--- src/rtl/poly_collect12_if.sv ---
// Coefficient-pair input and random-access read bus
// for the 12-bit polynomial collector.
interface poly_collect12_if;
   logic        in_valid;
   logic [15:0] in_coef0;
   logic [15:0] in_coef1;
   logic [15:0] in_index;
   logic        rd_en;
   logic [7:0]  rd_addr;
   logic [11:0] rd_data;
   logic        rd_valid;

   modport master (
      output in_valid, in_coef0, in_coef1, in_index,
      output rd_en, rd_addr,
      input  rd_data, rd_valid
   );

   modport slave (
      input  in_valid, in_coef0, in_coef1, in_index,
      input  rd_en, rd_addr,
      output rd_data, rd_valid
   );
endinterface

--- src/rtl/poly_collect12.sv ---
// Collects decoded coefficient pairs into a 256 x 12-bit polynomial
// buffer, checks range and pair order, and serves random-access reads.
module poly_collect12 #(
   parameter int Q      = 3329,
   parameter int NPAIRS = 128
) (
   input  logic              clk,
   input  logic              reset,
   input  logic              clear,
   poly_collect12_if.slave   bus,
   output logic [7:0]        pair_count,
   output logic              full,
   output logic              poly_done,
   output logic              range_err,
   output logic              index_err,
   output logic              overflow
);

   typedef enum logic {S_COLLECT, S_FULL} state_t;

   localparam logic [11:0] QV   = 12'(Q);
   localparam logic [7:0]  LAST = 8'(NPAIRS - 1);

   state_t      state, state_nx;
   logic        wr;
   logic        ovf;
   logic        last;
   logic [6:0]  row;
   logic [11:0] even_mem [NPAIRS];
   logic [11:0] odd_mem  [NPAIRS];

   function automatic logic bad(input logic [15:0] c);
      return (c[15:12] != 4'd0) || (c[11:0] >= QV);
   endfunction

   assign last = (pair_count == LAST);
   assign row  = pair_count[6:0];

   always_ff @(posedge clk or posedge reset) begin
      if (reset) state <= S_COLLECT;
      else       state <= state_nx;
   end

   always_comb begin
      state_nx = state;
      if (clear)
         state_nx = S_COLLECT;
      else if (state == S_COLLECT && bus.in_valid && last)
         state_nx = S_FULL;
   end

   always_comb begin
      full = (state == S_FULL);
      wr   = (state == S_COLLECT) && bus.in_valid && !clear;
      ovf  = (state == S_FULL) && bus.in_valid && !clear;
   end

   always_ff @(posedge clk or posedge reset) begin
      if (reset) begin
         pair_count <= '0;
         poly_done  <= 1'b0;
         range_err  <= 1'b0;
         index_err  <= 1'b0;
         overflow   <= 1'b0;
      end else if (clear) begin
         pair_count <= '0;
         poly_done  <= 1'b0;
         range_err  <= 1'b0;
         index_err  <= 1'b0;
         overflow   <= 1'b0;
      end else begin
         poly_done <= wr && last;
         if (wr) begin
            pair_count <= pair_count + 8'd1;
            if (bad(bus.in_coef0) || bad(bus.in_coef1))
               range_err <= 1'b1;
            if (bus.in_index != {8'b0, pair_count})
               index_err <= 1'b1;
         end
         if (ovf) overflow <= 1'b1;
      end
   end

   // Raw 12-bit values are kept even when out of range.
   always_ff @(posedge clk) begin
      if (wr) begin
         even_mem[row] <= bus.in_coef0[11:0];
         odd_mem[row]  <= bus.in_coef1[11:0];
      end
   end

   always_ff @(posedge clk or posedge reset) begin
      if (reset) begin
         bus.rd_data  <= '0;
         bus.rd_valid <= 1'b0;
      end else begin
         bus.rd_valid <= bus.rd_en;
         if (bus.rd_en)
            bus.rd_data <= bus.rd_addr[0] ? odd_mem[bus.rd_addr[7:1]]
                                          : even_mem[bus.rd_addr[7:1]];
      end
   end

endmodule

--- src/flat_wrapper.sv ---
// flat-port wrapper written by rule: the top's interface ports become plain ports
module poly_collect12_flat 
#(
   parameter int Q      = 3329,
   parameter int NPAIRS = 128
)
  (clk, reset, clear, pair_count, full, poly_done, range_err, index_err, overflow, bus_in_valid, bus_in_coef0, bus_in_coef1, bus_in_index, bus_rd_en, bus_rd_addr, bus_rd_data, bus_rd_valid);
  poly_collect12_if bus_i ();
  input  logic clk;
  input  logic reset;
  input  logic clear;
  output logic [7:0] pair_count;
  output logic full;
  output logic poly_done;
  output logic range_err;
  output logic index_err;
  output logic overflow;
  input wire logic [$bits(bus_i.in_valid)-1:0] bus_in_valid;
  input wire logic [$bits(bus_i.in_coef0)-1:0] bus_in_coef0;
  input wire logic [$bits(bus_i.in_coef1)-1:0] bus_in_coef1;
  input wire logic [$bits(bus_i.in_index)-1:0] bus_in_index;
  input wire logic [$bits(bus_i.rd_en)-1:0] bus_rd_en;
  input wire logic [$bits(bus_i.rd_addr)-1:0] bus_rd_addr;
  output wire logic [$bits(bus_i.rd_data)-1:0] bus_rd_data;
  output wire logic [$bits(bus_i.rd_valid)-1:0] bus_rd_valid;
  assign bus_i.in_valid = bus_in_valid;
  assign bus_i.in_coef0 = bus_in_coef0;
  assign bus_i.in_coef1 = bus_in_coef1;
  assign bus_i.in_index = bus_in_index;
  assign bus_i.rd_en = bus_rd_en;
  assign bus_i.rd_addr = bus_rd_addr;
  assign bus_rd_data = bus_i.rd_data;
  assign bus_rd_valid = bus_i.rd_valid;
  poly_collect12 #(.Q(Q), .NPAIRS(NPAIRS)) u_core (.clk(clk), .reset(reset), .clear(clear), .bus(bus_i), .pair_count(pair_count), .full(full), .poly_done(poly_done), .range_err(range_err), .index_err(index_err), .overflow(overflow));
endmodule
--- config.mk ---
export PLATFORM = sky130hd
export DESIGN_NAME = poly_collect12_flat
export DESIGN_NICKNAME = d
export VERILOG_FILES = /design/src/rtl/poly_collect12_if.sv /design/src/rtl/poly_collect12.sv /design/src/flat_wrapper.sv
export SDC_FILE = /design/constraint.sdc
export NUM_CORES = 2
export LEC_CHECK = 0
export ABC_CLOCK_PERIOD_IN_PS = 5300
export CAP_MARGIN = 20
export CORE_MARGIN = 1.5
export CORE_UTILIZATION = 40
export CTS_BUF_LIST = sky130_fd_sc_hd__clkbuf_2
export CTS_CLUSTER_DIAMETER = 100
export DETAILED_ROUTE_END_ITERATION = 8
export HOLD_SLACK_MARGIN = 0.15
export PLACE_DENSITY_LB_ADDON = 0.08
export SLEW_MARGIN = 20
export SYNTH_ARGS = -nofsm -noshare
export SYNTH_HDL_FRONTEND = slang
export SYNTH_SLANG_ARGS = --single-unit
--- constraint.sdc ---
create_clock -name clk -period 5.3 [get_ports clk]
set_input_delay 0.795 -clock clk [delete_from_list [all_inputs] [get_ports clk]]
set_output_delay 0.795 -clock clk [all_outputs]
set_load 0.05 [all_outputs]
======== Word-level counts from Yosys, hierarchy flattened ========
Memory sizes are Yosys's and may differ from the RTL's.
Cells that the tools add are included.
Widths: inputs -> output; s select.
storage, ports and cells
  memories ................................ 2
  output and inout port bits .............. 26
  register bits after elaboration ......... 26
  word-level logic and storage cells ...... 51
  input bits .............................. 61
  memory bits (writable) .................. 3072
cells by class
  reductions and logical operators ........ 19
  equal/unequal tests ..................... 2
  add/subtract/negate cells ............... 1
  magnitude comparators ................... 2
  bitwise operators ....................... 1
  multiplexer cells ....................... 16
memories
  memory           depth  width  read ports  clocked after Yosys merged registers in  wr ports  line                  RTL
  u_core.even_mem  128    12     1           0                                        1         poly_collect12.sv:29  logic [11:0] even_mem [NPAIRS];
  u_core.odd_mem   128    12     1           0                                        1         poly_collect12.sv:30  logic [11:0] odd_mem [NPAIRS];
operator list
  cell                  count
  $ge 12x12->1 const B  2
  $mux 8                2
  $ne 16x8->1           1
  $mux 1                13
  $mux 12               1
  $reduce_bool 2->1     5
  $add 8x1->8 const B   1
  $eq 8x7->1 const B    1
  $reduce_bool 4->1     2
  $logic_and 1x1->1     6
  $reduce_and 2->1      2
  $logic_or 1x1->1      3
  $logic_not 1->1       1
  $not 1->1             1

======== Longest topological paths before layout ========
  word-level depth ........................ 6
  gate-level depth with buffers ........... 14
  depth with buffers taken out ............ 6

======== Worst setup path before layout ========
OpenSTA, ideal clock, no wires.
  path type ............................... in2reg
  start ................................... input bus_in_valid
  end ..................................... memory u_core.even_mem[103][0], enable pin
  path buffers ............................ 3
  setup slack ............................. 1.881 ns
  arrival ................................. 3.014 ns
  setup time .............................. 0.405 ns
  stages on the path ...................... 7
  cells stage by stage .................... nor2b_1 -> clkbuf_1 -> nand4_1 -> nand2b_1 -> clkbuf_1 -> clkbuf_1 -> nor2_1
on the way
  word-level cells in the longest chain between the ends .. 4
ends and longest elaborated chain
  element                         line                  RTL
  start: declaration              flat_wrapper.sv:18    input wire logic [$bits(bus_i.in_valid)-1:0] bus_in_valid;
  $logic_and 1x1->1 (2 in a row)  poly_collect12.sv:54  wr = (state == S_COLLECT) && bus.in_valid && !clear;
  $mux 1                          poly_collect12.sv:86  if (wr) begin
  $mux 1 (implied by the code)    poly_collect12.sv:87  even_mem[row] <= bus.in_coef0[11:0];
  end: declaration                poly_collect12.sv:29
Every way passes these cells.

======== Final worst setup path ========
  start ................................... register u_core.bus.rd_data[4]
  end ..................................... output bus_rd_data[4]
RTL lines
  element                   line                     RTL
  start: declaration        poly_collect12_if.sv:22  output rd_data, rd_valid
  start signal: assignment  poly_collect12.sv:99     bus.rd_data <= bus.rd_addr[0] ? odd_mem[bus.rd_addr[7:1]]
  end: declaration          flat_wrapper.sv:24       output wire logic [$bits(bus_i.rd_data)-1:0] bus_rd_data;
No word-level cell between the ends.

==> impl_results.md <==
* TritonCTS Sinks at just over 3000
* Final wirelength at between 300 and 400 mm
* Worst path max stage delay at 910 ps
* Row Count at 201
* CTS tree: done
* Hold Crit Class: primary input to flop
* Initial antenna violation count at 38
* Yosys warns at 0
* Area Growth Syn to Fin at 13.3%
* CP cell instances: clkdlybuf4s50_1
* Reg area at between 90000 and 100000 um^2
* First-pass GRT wire length at 530 mm
* RSZ-0062 raised after global routing: false
* Die X-Extent at 552 um
* CTS Buf Count at slightly below 800
* Core ar. at between 200000 and 300000 um^2
* Initial core utilization at 40.2%
* Clock Latency Late Sink at 2190 ps
* Crit path DAT at approximately 3800 ps
* Die ar. at 304000 um^2
* Worst hold slack at 425 ps
* Sequential-to-total area share from yosys stat at 77.2%
* Cell area after layout at 136000 um^2
* Worst-path clk slew at 110 ps
* Worst vdd ir at 0.000194 V
* Hold Fails Final Rpt at 0
* Gates resized, CTS repair at 0
* Die height at about 550 um
* Distinct cells, synth at 74
* Setup TNS at 0 ps
* Input/output buffers at 86
* Max Clk Rate at 0.216 GHz
* Critical path buffer and inverter count at 1
* DP Area at 128000 um^2
* Async set-reset flop share out of synthesis at less than 1%
* Status: finished clean
* Final period util at 87.3%
* Worst Skew at 194 ps
* Pins Over Slew Limit at 0
* Worst setup SP type: flop
* Final ANT Viol Nets at 0
* Remaining DRCs at 0
* Detailed Place HPWL at 231 mm
* Vias per std cell at 5.72
* Largest net degree at the start of global routing at 105
* Multi-input gate area at 25500 um^2
* Number of max-cap violations at 0
* Postcts setup bufs at 0
* Drt pass-1 iters at 6
* CP max-delay cell: clkdlybuf4s50_1
* CP delay by family, top: buffers and inverters
* Routability cong. at 0.880
* Root buf cell: clkbuf_2
* # nets final at approximately 7000
* Crit Path Max Fanout at 2
* Total grt overflow at 0
* Ys flop type: edfxtp_1
* Maximum clock path buffer count at 4
* Crit path time final at between 4000 and 5000 ps
* Synthesized area per cell at 21.2 um^2
* Power density over cell area at about 340 nW/um^2
* Synthesized area at 120000 um^2
* Setup violators final at 0
* Wire length per cell at 34.3 um
* All-Layer GR Usage at between 20% and 30%
* Slew headroom at 20.0%
* Critical Path Sink Type: primary output
* Vias in the first global route at 65200
* Layout cell share with drive strength beyond 1 at 32.7%
* I/O Pins at 87
* Slew @ Worst Pin at about 1200 ps
* Crit path required time at between 4000 and 5000 ps
* Vias at 64700
* CTS Hold Buffers Added at 129
* Tot Pwr at 46.3 mW
* Post-synth EDFFs at ~3100
* #FFs+latches synth at 3098
* Cell count after synthesis at 5679
* Pleak at 45.3 nW
* Initial DRC Count at 6796
* Post-Syn Nets at 5741
* H-tree depth at 6
* # fillers at 26200
* CP Class: flop to primary output
-- cells in the mapped netlist, types with 58 or more instances --
cell type / n / area (um^2)
mux2_2: 89 / 1000
nor2_1: 157 / 589
o21ai_0: 58 / 290
mux4_2: 459 / 10300
nand2_1: 134 / 503
o22ai_1: 167 / 1040
a211oi_1: 73 / 548
edfxtp_1: 3072 / 92200
a21oi_1: 89 / 445
clkbuf_1: 103 / 387
buf_2: 70 / 350
o221ai_1: 113 / 990
mux2i_1: 523 / 5240
-- per-stage QoR --
step	setup WS (ps)	cells	utilization, %
6_report	672	11300	45.5
5_1_grt	543	11300	45.5
4_1_cts	397	11300	45.5
3_5_place_dp	664	9782	42.6
3_3_place_gp	736	9782	42.6
2_1_floorplan	1880	5679	-
-- logic make-up (layout without fill, tap and decap cells) --
kind of cell	after synthesis	count (layout)	synth area share [%]
flops	3098	3098	77.2
simple gates	419	419	1.58
xor+xnor	13	13	0.0946
fa+ha+maj	1	1	0.0104
compound gates	679	679	4.06
mux	1122	1122	14.9
other cells	0	30	0
buf+inv	347	1989	2.22
-- layer usage --
metal,routed length [um],share of wire (%),vias up,track usage (%)
li1,-,-,26700,-
met1,170000,44,34800,36.2
met2,179000,46,2715,39.1
met3,27700,7.1,517,4.94
met4,11600,3.0,4,8.51
met5,26,0.0067,-,0
-- area by class of cell --
class                           count  area share (%)
Clock inverter                    196           0.908
Sequential cell                  3098            68.1
Multi-Input combinational cell   2234            18.7
Timing Repair Buffer              608            4.28
Tap cell                         3958            3.63
Antenna cell                       30          0.0550
Inverter                           14          0.0459
Clock buffer                     1171            4.30
-- report_power, final --
| group | internal [mW] | total [mW] | switching, mW |
|---|---|---|---|
| Clock | 6.35 | 16.3 | 9.99 |
| Sequential | 26.9 | 27.0 | 0.0805 |
| Combinational | 0.964 | 2.92 | 1.95 |
| Total | 34.2 | 46.3 | 12.0 |
-- registers in the layout, indices dropped and copies added (netlist names) --
register             cells
u_core.full              1
u_core.bus.rd_data      12
u_core.range_err         1
u_core.even_mem       1536
u_core.odd_mem        1536
u_core.bus.rd_valid      1
u_core.index_err         1
u_core.poly_done         1
u_core.pair_count        8
u_core.overflow          1
-- final timing paths --
path	start	end	slack, ps	cells past startpoint
max	u_core.bus.rd_data[4]	bus_rd_data[4]	670	1
min	bus_in_coef1[3]	u_core.odd_mem[93][3]	430	3
max reg2reg	u_core.even_mem[67][8]	u_core.bus.rd_data[8]	1560	8
min reg2reg	u_core.full	u_core.full	570	1
max in group asynchronous	reset	u_core.pair_count[6]	4280	6
min in group asynchronous	reset	u_core.bus.rd_data[11]	700	6
-- placed cells by master (no fill, tap or decap), types with 26 or more instances in the layout --
| master | synthesis | routed |
|---|---|---|
| a211oi_1 | 73 | 73 |
| a21oi_1 | 89 | 89 |
| a221oi_1 | 35 | 35 |
| buf_12 | 18 | 46 |
| buf_4 | 34 | 376 |
| clkbuf_2 | 0 | 1171 |
| clkdlybuf4s50_1 | 0 | 58 |
| clkinv_1 | 0 | 122 |
| dfrtp_1 | 26 | 26 |
| diode_2 | 0 | 30 |
| dlygate4sd3_1 | 2 | 110 |
| edfxtp_1 | 3072 | 3072 |
| mux2_2 | 89 | 89 |
| mux2i_1 | 523 | 523 |
| mux4_1 | 51 | 51 |
| mux4_2 | 459 | 459 |
| nand2_1 | 134 | 128 |
| nor2_1 | 157 | 27 |
| nor2_2 | 0 | 90 |
| nor2_4 | 0 | 40 |
| o21ai_0 | 58 | 58 |
| o221ai_1 | 113 | 113 |
| o22ai_1 | 167 | 167 |
Note: power is estimated with default switching activity, not from simulation.
